## src/rtl/sockit_spi_arb_pkg.sv

```systemverilog
// Shared types and command-field helpers for the SPI transaction arbiter.
package sockit_spi_arb_pkg;

  typedef enum logic [1:0] {
    IDLE = 2'd0,
    G0   = 2'd1,
    G1   = 2'd2,
    DRN  = 2'd3
  } arb_state_t;

  // Command flags sit in the top two bits of a command word of width dw.
  function automatic int cmd_end_pos(input int dw);
    return dw - 1;
  endfunction

  function automatic int cmd_rd_pos(input int dw);
    return dw - 2;
  endfunction

endpackage

```

## src/rtl/sockit_spi_arb_cnt.sv

```systemverilog
// Outstanding-read counter: saturating up/down with full/zero flags and
// a look-ahead of the next value for end-of-transaction decisions.
module sockit_spi_arb_cnt #(
  parameter int OW = 4
) (
  input  logic          clk,
  input  logic          rst,
  input  logic          inc,
  input  logic          dec,
  output logic [OW-1:0] cnt_nxt,
  output logic          full,
  output logic          zero
);

  localparam logic [OW-1:0] ONE = OW'(1);

  logic [OW-1:0] cnt_q, cnt_d;
  logic          inc_ok, dec_ok;

  always_comb begin
    full   = (cnt_q == '1);
    zero   = (cnt_q == '0);
    inc_ok = inc && !full;
    dec_ok = dec && !zero;
    cnt_d  = cnt_q;
    if (inc_ok && !dec_ok) begin
      cnt_d = cnt_q + ONE;
    end else if (dec_ok && !inc_ok) begin
      cnt_d = cnt_q - ONE;
    end
    cnt_nxt = cnt_d;
  end

  always_ff @(posedge clk) begin
    if (!rst) begin
      cnt_q <= '0;
    end else begin
      cnt_q <= cnt_d;
    end
  end

endmodule

```

## src/rtl/sockit_spi_arb.sv

```systemverilog
// Transaction-aware XIP/REG command arbiter with read-data return routing.
// Define SOCKIT_SPI_ARB_RR_EN for round-robin tie-breaking (fixed priority otherwise).
module sockit_spi_arb
  import sockit_spi_arb_pkg::*;
#(
  parameter int DW = 32,
  parameter int OW = 4
) (
  input  logic          clk,
  input  logic          rst,
  input  logic          en0,
  input  logic          en1,
  input  logic          scw0_vld,
  output logic          scw0_rdy,
  input  logic [DW-1:0] scw0_dat,
  input  logic          scw1_vld,
  output logic          scw1_rdy,
  input  logic [DW-1:0] scw1_dat,
  input  logic          sdw0_vld,
  output logic          sdw0_rdy,
  input  logic [DW-1:0] sdw0_dat,
  input  logic          sdw1_vld,
  output logic          sdw1_rdy,
  input  logic [DW-1:0] sdw1_dat,
  output logic          sdr0_vld,
  input  logic          sdr0_rdy,
  output logic [DW-1:0] sdr0_dat,
  output logic          sdr1_vld,
  input  logic          sdr1_rdy,
  output logic [DW-1:0] sdr1_dat,
  output logic          scw_vld,
  input  logic          scw_rdy,
  output logic [DW-1:0] scw_dat,
  output logic          sdw_vld,
  input  logic          sdw_rdy,
  output logic [DW-1:0] sdw_dat,
  input  logic          sdr_vld,
  output logic          sdr_rdy,
  input  logic [DW-1:0] sdr_dat,
  output logic          own,
  output logic          busy,
  output logic          err
);

  localparam int CMD_END = cmd_end_pos(DW);
  localparam int CMD_RD  = cmd_rd_pos(DW);

  arb_state_t    state_q, state_d;
  logic          own_q, own_d;
`ifdef SOCKIT_SPI_ARB_RR_EN
  logic          ptr_q, ptr_d;
`endif
  logic          elig0, elig1, win;
  logic          granted, sel, stall;
  logic          cmd_vld;
  logic [DW-1:0] cmd_dat;
  logic          scw_hs, cmd_rd, cmd_end;
  logic          orphan, rd_ret;
  logic [OW-1:0] cnt_nxt;
  logic          cnt_full, cnt_zero;

  sockit_spi_arb_cnt #(.OW(OW)) u_cnt (
    .clk     (clk),
    .rst     (rst),
    .inc     (cmd_rd),
    .dec     (rd_ret),
    .cnt_nxt (cnt_nxt),
    .full    (cnt_full),
    .zero    (cnt_zero)
  );

  always_ff @(posedge clk) begin
    if (!rst) begin
      state_q <= IDLE;
      own_q   <= 1'b0;
`ifdef SOCKIT_SPI_ARB_RR_EN
      ptr_q   <= 1'b0;
`endif
    end else begin
      state_q <= state_d;
      own_q   <= own_d;
`ifdef SOCKIT_SPI_ARB_RR_EN
      ptr_q   <= ptr_d;
`endif
    end
  end

  always_comb begin
    state_d = state_q;
    own_d   = own_q;
`ifdef SOCKIT_SPI_ARB_RR_EN
    ptr_d   = ptr_q;
`endif
    elig0   = scw0_vld && en0;
    elig1   = scw1_vld && en1;
`ifdef SOCKIT_SPI_ARB_RR_EN
    win     = (elig0 && elig1) ? !ptr_q : elig1;
`else
    win     = !elig0;
`endif
    case (state_q)
      IDLE: begin
        // Enables only matter here; a running transaction ignores them.
        if (elig0 || elig1) begin
          own_d   = win;
          state_d = win ? G1 : G0;
`ifdef SOCKIT_SPI_ARB_RR_EN
          ptr_d   = win;
`endif
        end
      end
      G0, G1: begin
        if (cmd_end) begin
          state_d = (cnt_nxt == '0) ? IDLE : DRN;
        end
      end
      DRN: begin
        if (cnt_zero) begin
          state_d = IDLE;
        end
      end
      default: state_d = IDLE;
    endcase
  end

  always_comb begin
    scw0_rdy = 1'b0;
    scw1_rdy = 1'b0;
    sdw0_rdy = 1'b0;
    sdw1_rdy = 1'b0;
    sdr0_vld = 1'b0;
    sdr1_vld = 1'b0;
    sdr0_dat = '0;
    sdr1_dat = '0;
    scw_vld  = 1'b0;
    scw_dat  = '0;
    sdw_vld  = 1'b0;
    sdw_dat  = '0;
    sdr_rdy  = 1'b0;
    err      = 1'b0;
    granted  = (state_q == G0) || (state_q == G1);
    sel      = (state_q == G1);
    cmd_vld  = sel ? scw1_vld : scw0_vld;
    cmd_dat  = sel ? scw1_dat : scw0_dat;
    // A read command cannot be issued once the return counter is full.
    stall    = cmd_dat[CMD_RD] && cnt_full;
    if (granted) begin
      scw_vld = cmd_vld && !stall;
      scw_dat = cmd_dat;
      sdw_vld = sel ? sdw1_vld : sdw0_vld;
      sdw_dat = sel ? sdw1_dat : sdw0_dat;
      if (sel) begin
        scw1_rdy = scw_rdy && !stall;
        sdw1_rdy = sdw_rdy;
      end else begin
        scw0_rdy = scw_rdy && !stall;
        sdw0_rdy = sdw_rdy;
      end
    end
    scw_hs  = scw_vld && scw_rdy;
    cmd_rd  = scw_hs && cmd_dat[CMD_RD];
    cmd_end = scw_hs && cmd_dat[CMD_END];
    // Beats nobody asked for are sunk and flagged rather than forwarded.
    orphan  = sdr_vld && ((state_q == IDLE) || cnt_zero);
    if (orphan) begin
      sdr_rdy = 1'b1;
      err     = 1'b1;
    end else if (state_q != IDLE) begin
      if (own_q) begin
        sdr1_vld = sdr_vld;
        sdr1_dat = sdr_dat;
        sdr_rdy  = sdr1_rdy;
      end else begin
        sdr0_vld = sdr_vld;
        sdr0_dat = sdr_dat;
        sdr_rdy  = sdr0_rdy;
      end
    end
    rd_ret = sdr_vld && sdr_rdy && !orphan;
    busy   = (state_q != IDLE);
    own    = own_q;
  end

endmodule

```

## config.mk

```make
export PLATFORM = sky130hd
export DESIGN_NAME = sockit_spi_arb
export DESIGN_NICKNAME = d
export VERILOG_FILES = /design/src/rtl/sockit_spi_arb_pkg.sv /design/src/rtl/sockit_spi_arb_cnt.sv /design/src/rtl/sockit_spi_arb.sv
export SDC_FILE = /design/constraint.sdc
export NUM_CORES = 1
export LEC_CHECK = 0
export ABC_AREA = 0
export CAP_MARGIN = 20
export CORE_MARGIN = 10
export CORE_UTILIZATION = 23
export CTS_CLUSTER_SIZE = 12
export DETAILED_ROUTE_END_ITERATION = 8
export PLACE_DENSITY = 0.78
export SLEW_MARGIN = 20
export SYNTH_ARGS = -nofsm -noshare
export SYNTH_HDL_FRONTEND = slang
export SYNTH_SLANG_ARGS = --single-unit
```

## constraint.sdc

```tcl
create_clock -name clk -period 2.36 [get_ports clk]
set_clock_uncertainty 0.2 [all_clocks]
set_input_delay 0.236 -clock clk [delete_from_list [all_inputs] [get_ports clk]]
set_output_delay 0.236 -clock clk [all_outputs]
set_load 0.05 [all_outputs]
```

* Word level (Yosys, flattened, before mapping)
Cells that the tools add are included.
Storage, ports and cells: flip-flop bits (word level) 7, input bits 173, output and inout bits 140, word-level logic and storage cells 84
Operators by class: $add $sub $neg 2, eq/ne operators 7, muxes and demuxes 40, reduce and logical (&&, ||, !) cells 32
Operators with widths (number):
- two-way mux 32 bit | 10
- two-way mux 1 bit | 22
- logical AND 1 bit | 15
- two-way mux 2 bit | 5
- zero test 4 bit | 2
- two-way mux 4 bit | 2
- zero test 1 bit | 7
- inequality test 2 bit, second input constant | 3
- case mux 2 bit (3 select lines) | 1
- adder 4 x 1 -> 4 bit, second input constant | 1
- equality test 2 bit, second input constant | 2
- equality test 4 bit, second input constant | 1
- subtractor 4 x 1 -> 4 bit, second input constant | 1
- logical OR 1 bit | 3
- AND reduction 3 bit | 1
- equality test 2 x 1 -> 1 bit, second input constant | 1
- zero test 2 bit | 1
- AND reduction 2 bit | 1
- nonzero test 2 bit | 1
- OR reduction 2 bit | 1

* Longest topological paths before layout
depth after elaboration 17, depth in mapped cells 10, gate-level depth less buffers 8

* Modules after synthesis
From an unflattened synthesis, not the netlist that was laid out.
Unflattened totals: cell total of the unflattened synthesis 329, area total of the unflattened synthesis 2398.6 µm²
By module, submodules not included:
- sockit_spi_arb | instances 1, cells an instance 273, area each 1953.1 µm², seq. area each 60.1 µm²
- sockit_spi_arb_cnt | instances 1, cells an instance 56, area each 445.4 µm², seq. area each 80.1 µm²

* Worst setup path before layout
No wires, ideal clock.
kind flip-flop to output port, start register state_q[0], end output scw1_rdy, arrival time 2.681 ns, required time 1.924 ns, path slack -0.757 ns, cell stages (with the launch flop) 7, buffers on the path 3, cells stage by stage dfxtp_1 -> inv_1 -> ha_1 -> buf_4 -> clkbuf_1 -> buf_1 -> nor3b_1
Between the ends: longest elaborated chain between the ends 7, elaborated cells between the ends (all ways) 9, classes of those cells eq/ne (2); mux (3); reduce/logical (4)
RTL lines:
- start: declaration | RTL line sockit_spi_arb.sv:48 | arb_state_t state_q, state_d;
- start signal: assignment | RTL line sockit_spi_arb.sv:80 | state_q <= state_d;
- equality test 2 bit | RTL line sockit_spi_arb.sv:141, sockit_spi_arb.sv:142
- two-way mux 32 bit | RTL line sockit_spi_arb.sv:144 | cmd_dat = sel ? scw1_dat : scw0_dat;
- logical AND 1 bit | RTL line sockit_spi_arb.sv:146 | stall = cmd_dat[CMD_RD] && cnt_full;
- zero test 1 bit | RTL line sockit_spi_arb.sv:153 | scw1_rdy = scw_rdy && !stall;
- logical AND 1 bit | RTL line sockit_spi_arb.sv:153
- two-way mux 1 bit | RTL line sockit_spi_arb.sv:152 | if (sel) begin
- two-way mux 1 bit (*) | RTL line sockit_spi_arb.sv:147 | if (granted) begin
- end: declaration | RTL line sockit_spi_arb.sv:17 | output logic scw1_rdy,
Mark *: on every way between the ends. The rest lies on a longest branch, timed or not.

* Final worst setup path
start register u_cnt.cnt_q[0], end output sdr0_dat[19]
Between the ends: longest elaborated chain between the ends 4
RTL lines:
- start: declaration | RTL line sockit_spi_arb_cnt.sv:17 | logic [OW-1:0] cnt_q, cnt_d;
- start signal: assignment | RTL line sockit_spi_arb_cnt.sv:38 | cnt_q <= cnt_d;
- zero test 4 bit | RTL line sockit_spi_arb_cnt.sv:22 | zero = (cnt_q == '0);
- logical OR 1 bit | RTL line sockit_spi_arb.sv:164 | orphan = sdr_vld && ((state_q == IDLE) || cnt_zero);
- logical AND 1 bit | RTL line sockit_spi_arb.sv:164
- two-way mux 32 bit | RTL line sockit_spi_arb.sv:165 | if (orphan) begin
- end: declaration | RTL line sockit_spi_arb.sv:27 | output logic [DW-1:0] sdr0_dat,
No other way between the ends.

==> summary.md <==
| Metric | Value |
|---|---|
| Largest net degree at the start of global routing | `72` |
| WP data arrival | `2.10 ns` |
| Failing checks | `setup timing` |
| Pint | `5.46 mW` |
| P&R area growth vs syn | `232%` |
| CP Class | `flip-flop to primary output` |
| All-layer global routing usage | `22.1%` |
| Maxcap violations | `0` |
| Die extent in y | `121 um` |
| Synth Instances | `314` |
| TritonCTS clock tree | `built` |
| Hold crit path type | `primary input to flip-flop` |
| Dpl ws | `-0.235 ns` |
| Slew Viols, Final | `0` |
| Crit Path Max Fanout | `32` |
| Post-synthesis register bit count | `7` |
| Worst-margin pin slew | `0.501 ns` |
| RSZ-0062 raised after global routing | `true` |
| Synth Flop Type | `dfxtp_1` |
| Post-synth EDFFs | `0` |
| CP Capture Type | `primary output` |
| H-tree Lvls | `1` |
| Placed cell count | `763` |
| Nets | `830` |
| Final WS setup | `-0.180 ns` |
| Grt ovf | `0` |
| Combinational Power Share | `96.7%` |
| Pwr Density | `1440 nW/um^2` |
| 1st-pass router iterations | `6` |
| Minimum clock period | `2.54 ns` |
| Switching share of power | `51.6%` |
| Routed wire per std cell | `23.1 um` |
| Initial antenna violation count | `0` |
| CTS root buf | `clkbuf_8` |
| Maximum vdd ir drop | `0.00106 V` |
| Synth top area share | `27.6%` |
| 1st-iter DRT viols | `98` |
| RePlAce Congestion | `0.951` |
| Synth warnings | `0` |
| Syn_nets | `494` |
| Fin cells | `782` |
| Max Clk Rate | `0.394 GHz` |
| Worst hold slack | `0.404 ns` |
| Ys async rst share | `0%` |
| Post-route design area | `7850 um^2` |
| Routed via count | `3771` |
| Filler cells | `536` |
| Clock sinks | `7` |
| CTS Buffer Depth | `2` |
| Synth Area per Inst | `7.52 um^2` |
| Most frequent cells after synthesis | `69 x and2_1, 65 x mux2i_1, 63 x nor2b_1` |
| Rel. slew slack | `66.5%` |
| Worst-Skew Late Latency | `0.24 ns` |
| Unique masters post-synth | `46` |
| Register area | `149 um^2` |
| Die width | `121 um` |
| Effective utilization at floorplan | `23.9%` |
| Fin crit share | `108%` |
| Total CTS buffers | `3` |
| Synth top area cells | `mux2i_1 28%, and2_1 18%, nor2b_1 17%, dfxtp_1 5.9%, ha_1 3.7%` |
| Cell taking the most area after synthesis | `mux2i_1` |
| Status | `complete, but fails checks` |
| Core Rows | `36` |
| Final hold vios | `0` |
| Top-count cell post-synth | `and2_1` |
| Core footprint | `9860 um^2` |
| Post-Syn Area | `2360 um^2` |
| Vias in the first global route | `4075` |
| Core Util, Final | `79.6%` |
| Reg clk slew, reported paths | `0.05 ns` |
| Drt drc | `0` |
| Avg Vias per Cell | `4.82` |
| DP HPWL | `14900 um` |
| Fraction of layout cells with a size suffix above 1 | `53.6%` |
| Port bufs | `312` |
| Sw Pwr | `5.82 mW` |
| Multi-input logic area | `2510 um^2` |
| Seq/Total Area, Yosys | `5.94%` |
| Startpoint Class | `flip-flop` |
| Placed instance area | `7500 um^2` |
| Global-route wire length before repair | `25300 um` |
| Post-route ant nets | `0` |
| # IOs | `313` |
| Sequential Power Share | `1.7%` |
| Pleak | `3.04 nW` |
| Clock network fraction of total power | `1.6%` |
| Die Area | `14700 um^2` |
| Setup-failing EPs final | `66` |
| Ant diodes | `0` |
| Req. time, crit path | `1.92 ns` |
| Total Wirelength | `18100 um` |
-- logic make-up (layout without fill, tap and decap cells) --
family                   Yosys count  count (layout)  share of synthesized area (%)
AND/OR/NAND/NOR                  175             175                           46.3
multiplexers                      68              68                           29.0
buffers and inverters             32             367                           6.09
AO/OA/AOI/OAI                     22              22                           7.84
adder cells (fa/ha/maj)            7               7                           3.71
flip-flops                         7               7                           5.94
XOR/XNOR                           3               3                           1.11
-- cell type report --
| class | instances | area share [%] |
|---|---|---|
| clock buffer | 4 | 0.574 |
| inverter | 7 | 0.367 |
| sequential | 7 | 1.90 |
| tap | 133 | 2.12 |
| multi-input combinational | 275 | 32.0 |
| timing repair buffer | 356 | 63.1 |
-- metrics by stage --
stage / setup TNS [ns] / power, mW
floorplan: -0.206 / 5.81
global placement: -0.287 / 10.6
detailed placement: -0.720 / 10.7
CTS: -9.80 / 11.1
global route: -12.49 / 11.6
finish: -9.30 / 11.3
-- registers in the layout, summed over array words and instances (netlist names) --
signal / cells
u_cnt.cnt_q: 4
own: 1
state_q: 2
-- path summary, 6_finish.rpt --
kind              slack (ns)  cells past startpoint           end           start
setup / recovery       -0.18                     10  sdr0_dat[19]  u_cnt.cnt_q[0]
hold / removal          0.40                      2           own             en0
setup reg to reg       -0.17                      9    state_q[0]  u_cnt.cnt_q[0]
hold reg to reg         0.42                      2    state_q[1]      state_q[1]
-- repair_timing --
| action | 4_1_cts | 5_1_grt |
|---|---|---|
| gates cloned | 2 | 1 |
| gates resized for setup | 28 | 21 |
| hold buffers | 0 | 0 |
| setup buffers | 7 | 7 |
| pin swaps | 13 | 17 |
| setup endpoints to repair | 78 | 73 |
-- power by group through the flow --
stage          clock (mW)  combinational (mW)  sequential, mW
2_1_floorplan           0                5.61           0.202
3_3_place_gp            0                10.4           0.185
3_5_place_dp            0                10.5           0.191
4_1_cts             0.177                10.8           0.193
5_1_grt             0.181                11.3           0.200
6_report            0.177                10.9           0.196
-- layout by cell type (no fill, tap or decap), drive strengths merged, types with 4 or more instances in the layout --
cell / netlist / routed
buf: 8 / 182
clkbuf: 17 / 5
nor2: 6 / 6
dfxtp: 7 / 7
and2: 69 / 69
ha: 7 / 7
inv: 7 / 7
a21oi: 4 / 4
nand2: 12 / 12
nor2b: 63 / 63
nor3b: 4 / 4
mux2i: 65 / 65
clkdlybuf4s50: 0 / 173
nor3: 5 / 5
-- worst max-delay path, cell delays in order, from the launching register on --
cell and delay (ns):
dfxtp_2 0.34, inv_2 0.06, ha_4 0.15, nor3b_4 0.16
buf_6 0.13, o21a_4 0.21, buf_6 0.13, nor3_4 0.16
buf_12 0.19, and2_2 0.20, buf_12 0.14
-- routing by layer --
| metal | share of wire [%] | wire length, um | global-route usage (%) |
|---|---|---|---|
| met3 | 10 | 1800 | 9.26 |
| met1 | 30 | 5480 | 18.9 |
| met2 | 58 | 10400 | 45.3 |
| met4 | 2.2 | 396 | 4.77 |
| met5 | 0 | 0 | 0 |
Note: power is estimated with default switching activity, not from simulation.
